### src/rtl/branch_predict_unit_pkg.sv
// Shared encodings for the branch predict unit: BHT counter states, ALU compare codes
// and PC mux selects, plus a helper classifying conditional-branch compare codes.
package branch_predict_unit_pkg;

  localparam logic [1:0] BHT_SNT = 2'b00;
  localparam logic [1:0] BHT_WNT = 2'b01;
  localparam logic [1:0] BHT_WT  = 2'b10;
  localparam logic [1:0] BHT_ST  = 2'b11;

  localparam logic [2:0] ALU_CMP_EQ  = 3'b000;
  localparam logic [2:0] ALU_CMP_NE  = 3'b001;
  localparam logic [2:0] ALU_CMP_LT  = 3'b100;
  localparam logic [2:0] ALU_CMP_GE  = 3'b101;
  localparam logic [2:0] ALU_CMP_LTU = 3'b110;
  localparam logic [2:0] ALU_CMP_GEU = 3'b111;

  localparam logic [1:0] PC_MUX_PC4     = 2'b00;
  localparam logic [1:0] PC_MUX_BRANCH  = 2'b01;
  localparam logic [1:0] PC_MUX_ALU_OUT = 2'b10;

  function automatic logic is_cond_cmp(input logic [2:0] op);
    return (op == ALU_CMP_EQ)  || (op == ALU_CMP_NE)  ||
           (op == ALU_CMP_LT)  || (op == ALU_CMP_GE)  ||
           (op == ALU_CMP_LTU) || (op == ALU_CMP_GEU);
  endfunction

endpackage

### src/rtl/branch_predict_unit_sat_counter2.sv
// 2-bit saturating counter next-state: increments toward BHT_ST, decrements toward BHT_SNT.
module branch_predict_unit_sat_counter2
  import branch_predict_unit_pkg::*;
(
  input  logic [1:0] cur,
  input  logic       inc,
  input  logic       en,
  output logic [1:0] next
);

  always_comb begin
    next = cur;
    if (en) begin
      if (inc && (cur != BHT_ST))
        next = cur + 2'd1;
      else if (!inc && (cur != BHT_SNT))
        next = cur - 2'd1;
    end
  end

endmodule

### src/rtl/branch_predict_unit.sv
// Branch resolution (EX) plus 2-bit BHT direction prediction (IF).
// Optional BRANCH_STATS_EN macro adds branch / mispredict event counters.
module branch_predict_unit
  import branch_predict_unit_pkg::*;
#(
  parameter int         XLEN      = 32,
  parameter int         BHT_DEPTH = 64,
  parameter logic [1:0] CTR_INIT  = 2'b01
) (
  input  logic            clk,
  input  logic            rst,
  input  logic            if_valid,
  input  logic [XLEN-1:0] if_pc,
  output logic            pred_valid,
  output logic            pred_taken,
  input  logic            ex_valid,
  input  logic [XLEN-1:0] ex_pc,
  input  logic [2:0]      ex_cmp_opcode,
  input  logic [XLEN-1:0] ex_alu_result,
  input  logic            ex_pc_jump,
  input  logic            ex_pred_taken,
`ifdef BRANCH_STATS_EN
  output logic [31:0]     stat_branches,
  output logic [31:0]     stat_mispredicts,
`endif
  output logic [1:0]      branch,
  output logic            mispredict
);

  localparam int IDX_W = $clog2(BHT_DEPTH);

  logic [1:0]       bht [BHT_DEPTH];
  logic [IDX_W-1:0] if_idx, ex_idx;
  logic             zero, lt, taken, cond;
  logic [1:0]       upd_next, look_ctr;
  logic             unused_pc_bits;

  assign if_idx = if_pc[IDX_W+1:2];
  assign ex_idx = ex_pc[IDX_W+1:2];
  assign unused_pc_bits = ^{if_pc[XLEN-1:IDX_W+2], if_pc[1:0],
                            ex_pc[XLEN-1:IDX_W+2], ex_pc[1:0]};

  // EX stage: resolve direction from the ALU compare result
  assign zero = (ex_alu_result == '0);
  assign lt   = ex_alu_result[0];

  always_comb begin
    taken = 1'b0;
    case (ex_cmp_opcode)
      ALU_CMP_EQ:  taken = zero;
      ALU_CMP_NE:  taken = ~zero;
      ALU_CMP_LT:  taken = lt;
      ALU_CMP_LTU: taken = lt;
      ALU_CMP_GE:  taken = ~lt;
      ALU_CMP_GEU: taken = ~lt;
      default:     taken = 1'b0;
    endcase
  end

  assign cond       = ex_valid & ~ex_pc_jump & is_cond_cmp(ex_cmp_opcode);
  assign branch     = ex_pc_jump ? PC_MUX_ALU_OUT : {1'b0, cond & taken};
  assign mispredict = cond & (taken != ex_pred_taken);

  branch_predict_unit_sat_counter2 u_ctr (
    .cur  (bht[ex_idx]),
    .inc  (taken),
    .en   (cond),
    .next (upd_next)
  );

  // Lookup sees the post-update counter when EX trains the same entry this cycle
  assign look_ctr = (cond && (ex_idx == if_idx)) ? upd_next : bht[if_idx];

  always_ff @(posedge clk or posedge rst) begin
    if (rst) begin
      for (int i = 0; i < BHT_DEPTH; i++) bht[i] <= CTR_INIT;
    end else if (cond) begin
      bht[ex_idx] <= upd_next;
    end
  end

  // IF stage boundary: registered prediction
  always_ff @(posedge clk or posedge rst) begin
    if (rst) begin
      pred_valid <= 1'b0;
      pred_taken <= 1'b0;
    end else begin
      pred_valid <= if_valid;
      pred_taken <= if_valid ? look_ctr[1] : 1'b0;
    end
  end

`ifdef BRANCH_STATS_EN
  always_ff @(posedge clk or posedge rst) begin
    if (rst) begin
      stat_branches    <= '0;
      stat_mispredicts <= '0;
    end else begin
      stat_branches    <= stat_branches + {31'd0, cond};
      stat_mispredicts <= stat_mispredicts + {31'd0, mispredict};
    end
  end
`endif

endmodule
### config.mk
export PLATFORM = sky130hd
export DESIGN_NAME = branch_predict_unit
export DESIGN_NICKNAME = d
export VERILOG_FILES = /design/src/rtl/branch_predict_unit_pkg.sv /design/src/rtl/branch_predict_unit_sat_counter2.sv /design/src/rtl/branch_predict_unit.sv
export SDC_FILE = /design/constraint.sdc
export NUM_CORES = 1
export LEC_CHECK = 0
export BUFFER_PORTS_ARGS = -buffer_cell sky130_fd_sc_hd__buf_2
export CORE_MARGIN = 1
export CORE_UTILIZATION = 30
export DETAILED_ROUTE_END_ITERATION = 8
export HOLD_SLACK_MARGIN = 0.12
export SYNTH_ARGS = -nofsm -noshare
export SYNTH_HDL_FRONTEND = slang
export SYNTH_SLANG_ARGS = --single-unit
### constraint.sdc
create_clock -name clk -period 7.8 [get_ports clk]
set_input_delay 1.56 -clock clk [delete_from_list [all_inputs] [get_ports clk]]
set_output_delay 1.56 -clock clk [all_outputs]
set_load 0.02 [all_outputs]
After elaboration in Yosys (flattened, before gate mapping) --
Cells that the tools add are included.
Cells by class: $lt $le $gt $ge 3, multiplexer cells 16, add/sub/neg operators 2, bitwise logic cells 9, reduce and logical (&&, ||, !) cells 15, equality and inequality tests 8
Operators by type and width (number):
- $bwmux W128 | 1
- $logic_not A32 Y1 | 1
- $bmux W2 S6 | 2
- $mux W2 | 10
- $ge A7 B7 Y1 const B | 2
- $not A6 Y7 | 2
- $demux W2 S6 | 1
- $eq A3 B3 Y1 const B | 4
- $lt A7 B1 Y1 const B | 1
- $eq A6 B6 Y1 | 1
- $logic_or A1 B1 Y1 | 5
- $and A1 B1 Y1 | 4
- $logic_and A1 B1 Y1 | 4
- $pmux W1 S4 | 1
- $reduce_or A2 Y1 | 2
- $eq A3 B1 Y1 const B | 1
- $logic_not A3 Y1 | 1
- $not A1 Y1 | 3
- $add A2 B1 Y2 const B | 1
- $ne A2 B2 Y1 const B | 1
- $reduce_bool A2 Y1 | 1
- $sub A2 B1 Y2 const B | 1
- $logic_not A1 Y1 | 1
- $mux W1 | 1
- $ne A1 B1 Y1 | 1
Word-level totals: logic and storage cells 119, flip-flop bits (word level) 130, input port bits 105

Logic depth before layout (Yosys ltp) --
depth after elaboration 11, gate-level depth with buffers 18, depth with buffers taken out 14

By module --
A second synthesis with hierarchy kept.
Unflattened totals: cells, all modules 562, area total of the unflattened synthesis 7274.5 sq um
By module, submodules not included:
- branch_predict_unit | area each 7205.7 sq um, times used 1, cells an instance 552, seq. area each 3333.2 sq um
- branch_predict_unit_sat_counter2 | area each 68.8 sq um, times used 1, cells an instance 10, seq. area each 0.0 sq um

Worst setup path before layout --
Ideal clock, no wire load.
kind input port to flip-flop, start input port ex_pc[2], end register bht[103] (netlist name), cell stages on the path 18, setup slack 3.169 ns, setup time 0.064 ns, arrival time 4.566 ns, buffers on the path 5, cells stage by stage buf_2 > buf_6 > buf_6 > buf_2 > mux4_2 > a22oi_1 > nand4_1 > o31ai_4 > inv_1 > ha_1 > nor2_1 > nand2_1 > nor3_1 > nand4b_1 > a21oi_1 > nor3_2 > buf_2 > mux2_2
Between the ends: longest elaborated chain between the ends 10, elaborated cells between the ends (all ways) 19
Ends and longest elaborated chain:
- start, declared | RTL line branch_predict_unit.sv:17 | input logic [XLEN-1:0] ex_pc,
- $not A6 Y7 (not written as such) * | RTL line branch_predict_unit.sv:65, branch_predict_unit.sv:78
- parallel branches: the longest is 8 deep, another holds $sub A2 B1 Y2
- $bwmux W128 * | RTL line branch_predict_unit.sv:78 | bht[ex_idx] <= upd_next;
- end signal, assigned by index | RTL line branch_predict_unit.sv:78
- end, declared | RTL line branch_predict_unit.sv:32 | logic [1:0] bht [BHT_DEPTH];
Every way passes the cells marked *. The select of a mux whose other input is x is not followed. A chain may end at the register's enable or synchronous reset.

Worst setup path after layout --
start input port ex_pc[2], end register bht[112] (netlist name)
The elaborated chain is that of the path after synthesis.

==> flow_summary.yaml <==
clock_tree:
  numCtsBuffers: 17
  tritoncts: "done"
  cts_resized: 0
  cts_max_path_buffers: 2
  htree_num_levels: 4
  clk_latency_ps: 430
  cts.sinks: 130
  cts_hold_buf: 0
  cts.clk_slew.worst_paths_ps: 60
  cts_setup_buffers: 0
  cts_root_buffer: "clkbuf_16"
placed_design:
  place.gp.congestion: 0.828
  hpwl_um: 12200
  place_area_um2: 7840
  numPortBuffers: 57
grt:
  antenna_found_initial: 0
  grt-busiest-layer: "met2"
  grt_max_degree: 83
  grt_util_met1: 0.214
  use_met2: 0.248
  grt_pass1_wl_um: 28900
  overflow: 0
  grt_use_met3: 0.0327
  track_usage: 0.158
  grt_pass1_vias: 4884
power:
  power.internal_w: 0.00128
  vdd_ir_drop_max_v: 0.000161
  p_total_w: 0.00169
  powerDensity_nw_per_um2: 201
  clkPwrFrac: 0.471
  p_switching_w: 0.000409
  pwr-share-comb: 0.100
  switching_share: 0.242
  p_seq_frac: 0.430
  leakage_nw: 3.54
floorplan:
  die_h_um: 158
  start_util: 0.309
  rows: 56
  pin_count: 110
  die_area_um2: 25000
  coreArea_um2: 23700
  die_w_um: 158
yosys:
  synth_area_per_cell_um2: 13.3
  async_flop_share: 1.00
  yosys.cell_types.count: 51
  synth_xor_area_frac: 0.0118
  postSynthCellCount: 551
  ys_seq_elements: 130
  yosys.area_share.adder: 0.00342
  ys_seq_area_frac: 0.455
  synth_edf_count: 0
  yosys.area_share.simple: 0.0909
  synth_mux_area_frac: 0.370
  synth-compound-area-share: 0.0314
  syn_nets: 658
  yosys_most_used_dff: "dfrtp_1"
  yosys_warnings: 0
  synth_top_family_by_area: "multiplexers"
  netlist_area_um2: 7320
routing:
  drt-wirelength-per-cell_um: 20.0
  postRouteAntennaNets: 0
  drcViolationCount: 0
  first_pass_iters: 5
  drt_iter0_markers: 455
  post_drt_via_cell_ratio: 5.12
  vias: 4739
  routed_wl_um: 18500
critical_path:
  worstPathArrival_ps: 5960
  path_class: "primary input to flop"
  startpoint_type: "primary input"
  worstPathMaxFanout: 40
  critPathRequiredTime_ps: 8170
  cp-end-kind: "flop"
  regToRegSetupSlack_ps: 3860
sta:
  fmaxAchievable_mhz: 179
  worst_slew_pin_slew_ps: 1060
  finalCriticalPeriod_ps: 5580
  holdWs_ps: 524
  slew_headroom: 0.293
  grt_setup_unrepaired: "no"
  slew_violations: 0
  hold_violations: 0
  fin_tns_setup_ps: 0
  fin_crit_sh: 0.716
  finalSetupViolations: 0
  fin_skew_ps: 6.15
run:
  max_cap_violations: 0
finish:
  fin_util: 0.356
  fin_nets: 701
  drive_gt1_frac: 0.558
  finalInstanceArea_um2: 8420
  area_delta_synth_final_pct: 15.0
  diodes: 0
outcome:
  status: "finished clean"
hold_path:
  hold_class: "flop to flop"
==> cell usage after synthesis (all sizes together) (4+ instances only) <==
| cell | n | area [µm²] |
|---|---|---|
| dfstp | 64 | 1680 |
| nand2b | 4 | 25.0 |
| xnor2 | 4 | 42.6 |
| mux2i | 21 | 210 |
| and2 | 4 | 25.0 |
| nor4 | 10 | 62.6 |
| o31ai | 4 | 43.8 |
| nand2 | 40 | 150 |
| a221o | 4 | 40.0 |
| a21oi | 5 | 25.0 |
| nand3 | 4 | 20.0 |
| mux4 | 46 | 1040 |
| clkbuf | 8 | 31.3 |
| nor3 | 4 | 25.0 |
| mux2 | 130 | 1460 |
| nor2 | 43 | 161 |
| nand4 | 5 | 31.3 |
| o22ai | 5 | 31.3 |
| buf | 32 | 213 |
| inv | 8 | 30.0 |
| xor2 | 5 | 43.8 |
| dfrtp | 66 | 1650 |
==> state kept, by name, indices dropped and copies added, names as in the netlist <==
signal	flops
pred_taken	1
pred_valid	1
bht	128
==> power by group through the flow <==
stage	logic, W	clock network (W)	registers [W]
global route	0.000184	0.000834	0.000729
floorplan	0.000123	0	0.000731
CTS	0.000171	0.000805	0.000725
finish	0.000169	0.000795	0.000725
global placement	0.000168	0	0.000735
detailed placement	0.000170	0	0.000736
==> worst max-delay path, cell delays in order <==
cell and delay [ps]:
buf_2 630, buf_4 390, mux4_2 540, a22o_1 240, a221oi_1 210, nand4_1 200, o31ai_4 190, inv_1 90
ha_1 230, inv_1 70, o31ai_1 100, a21oi_1 390, xnor2_4 330, buf_4 500, mux2_2 240
==> through the flow <==
| stage | cells | setup WS (ps) |
|---|---|---|
| after CTS | 926 | 2210 |
| after global placement | 894 | 1820 |
| after global routing | 926 | 1850 |
| after floorplan | 551 | 2880 |
| after detailed placement | 894 | 1770 |
| final | 926 | 2220 |
==> per-layer routing <==
metal | share of wire | vias to the layer above
met5 | 0 | -
met3 | 0.051 | 25
met4 | 0.023 | 0
met2 | 0.46 | 139
li1 | - | 2145
met1 | 0.46 | 2430
==> layout by cell type, fill, tap and decap left out, types with 3 or more instances in the layout <==
cell type,count
and2_1,4
buf_2,57
xnor2_1,3
xor2_1,5
clkinv_2,5
nand2b_1,4
a22oi_1,3
a21oi_1,5
a221o_1,4
dfrtp_1,66
nand2_1,40
clkbuf_1,4
mux4_2,46
nand4_1,5
o31ai_1,3
and3_1,3
clkbuf_16,17
nor3_1,3
mux2_2,130
buf_4,7
clkinvlp_4,3
a22o_1,3
o22ai_1,5
mux2i_1,21
dfstp_2,64
nor4_1,10
nand3_1,4
inv_1,7
nor2_1,43
bufinv_16,3
==> kinds of logic after synthesis <==
logic type,Yosys count
compound gates,29
xor+xnor,9
fa+ha+maj,2
buf+inv,48
flops,130
mux,197
simple gates,136
==> area by class of cell <==
cell class,instances,area [µm²]
fill,2331,15300
multi-input combinational,373,3740
sequential,130,3330
clock buffer,21,440
tap,319,399
timing repair buffer,64,338
clock inverter,11,138
inverter,8,32.5
==> worst paths after layout <==
kind,startpoint,cells after the start,end
worst max-delay path,ex_pc[2],15,bht[112]
worst min-delay path,bht[19],1,bht[19]
worst max register to register,bht[83],12,bht[112]
worst min register to register,bht[19],1,bht[19]
max in group asynchronous,rst,3,bht[101]
min in group asynchronous,rst,2,bht[3]
Note: power is estimated with default switching activity, not from simulation.
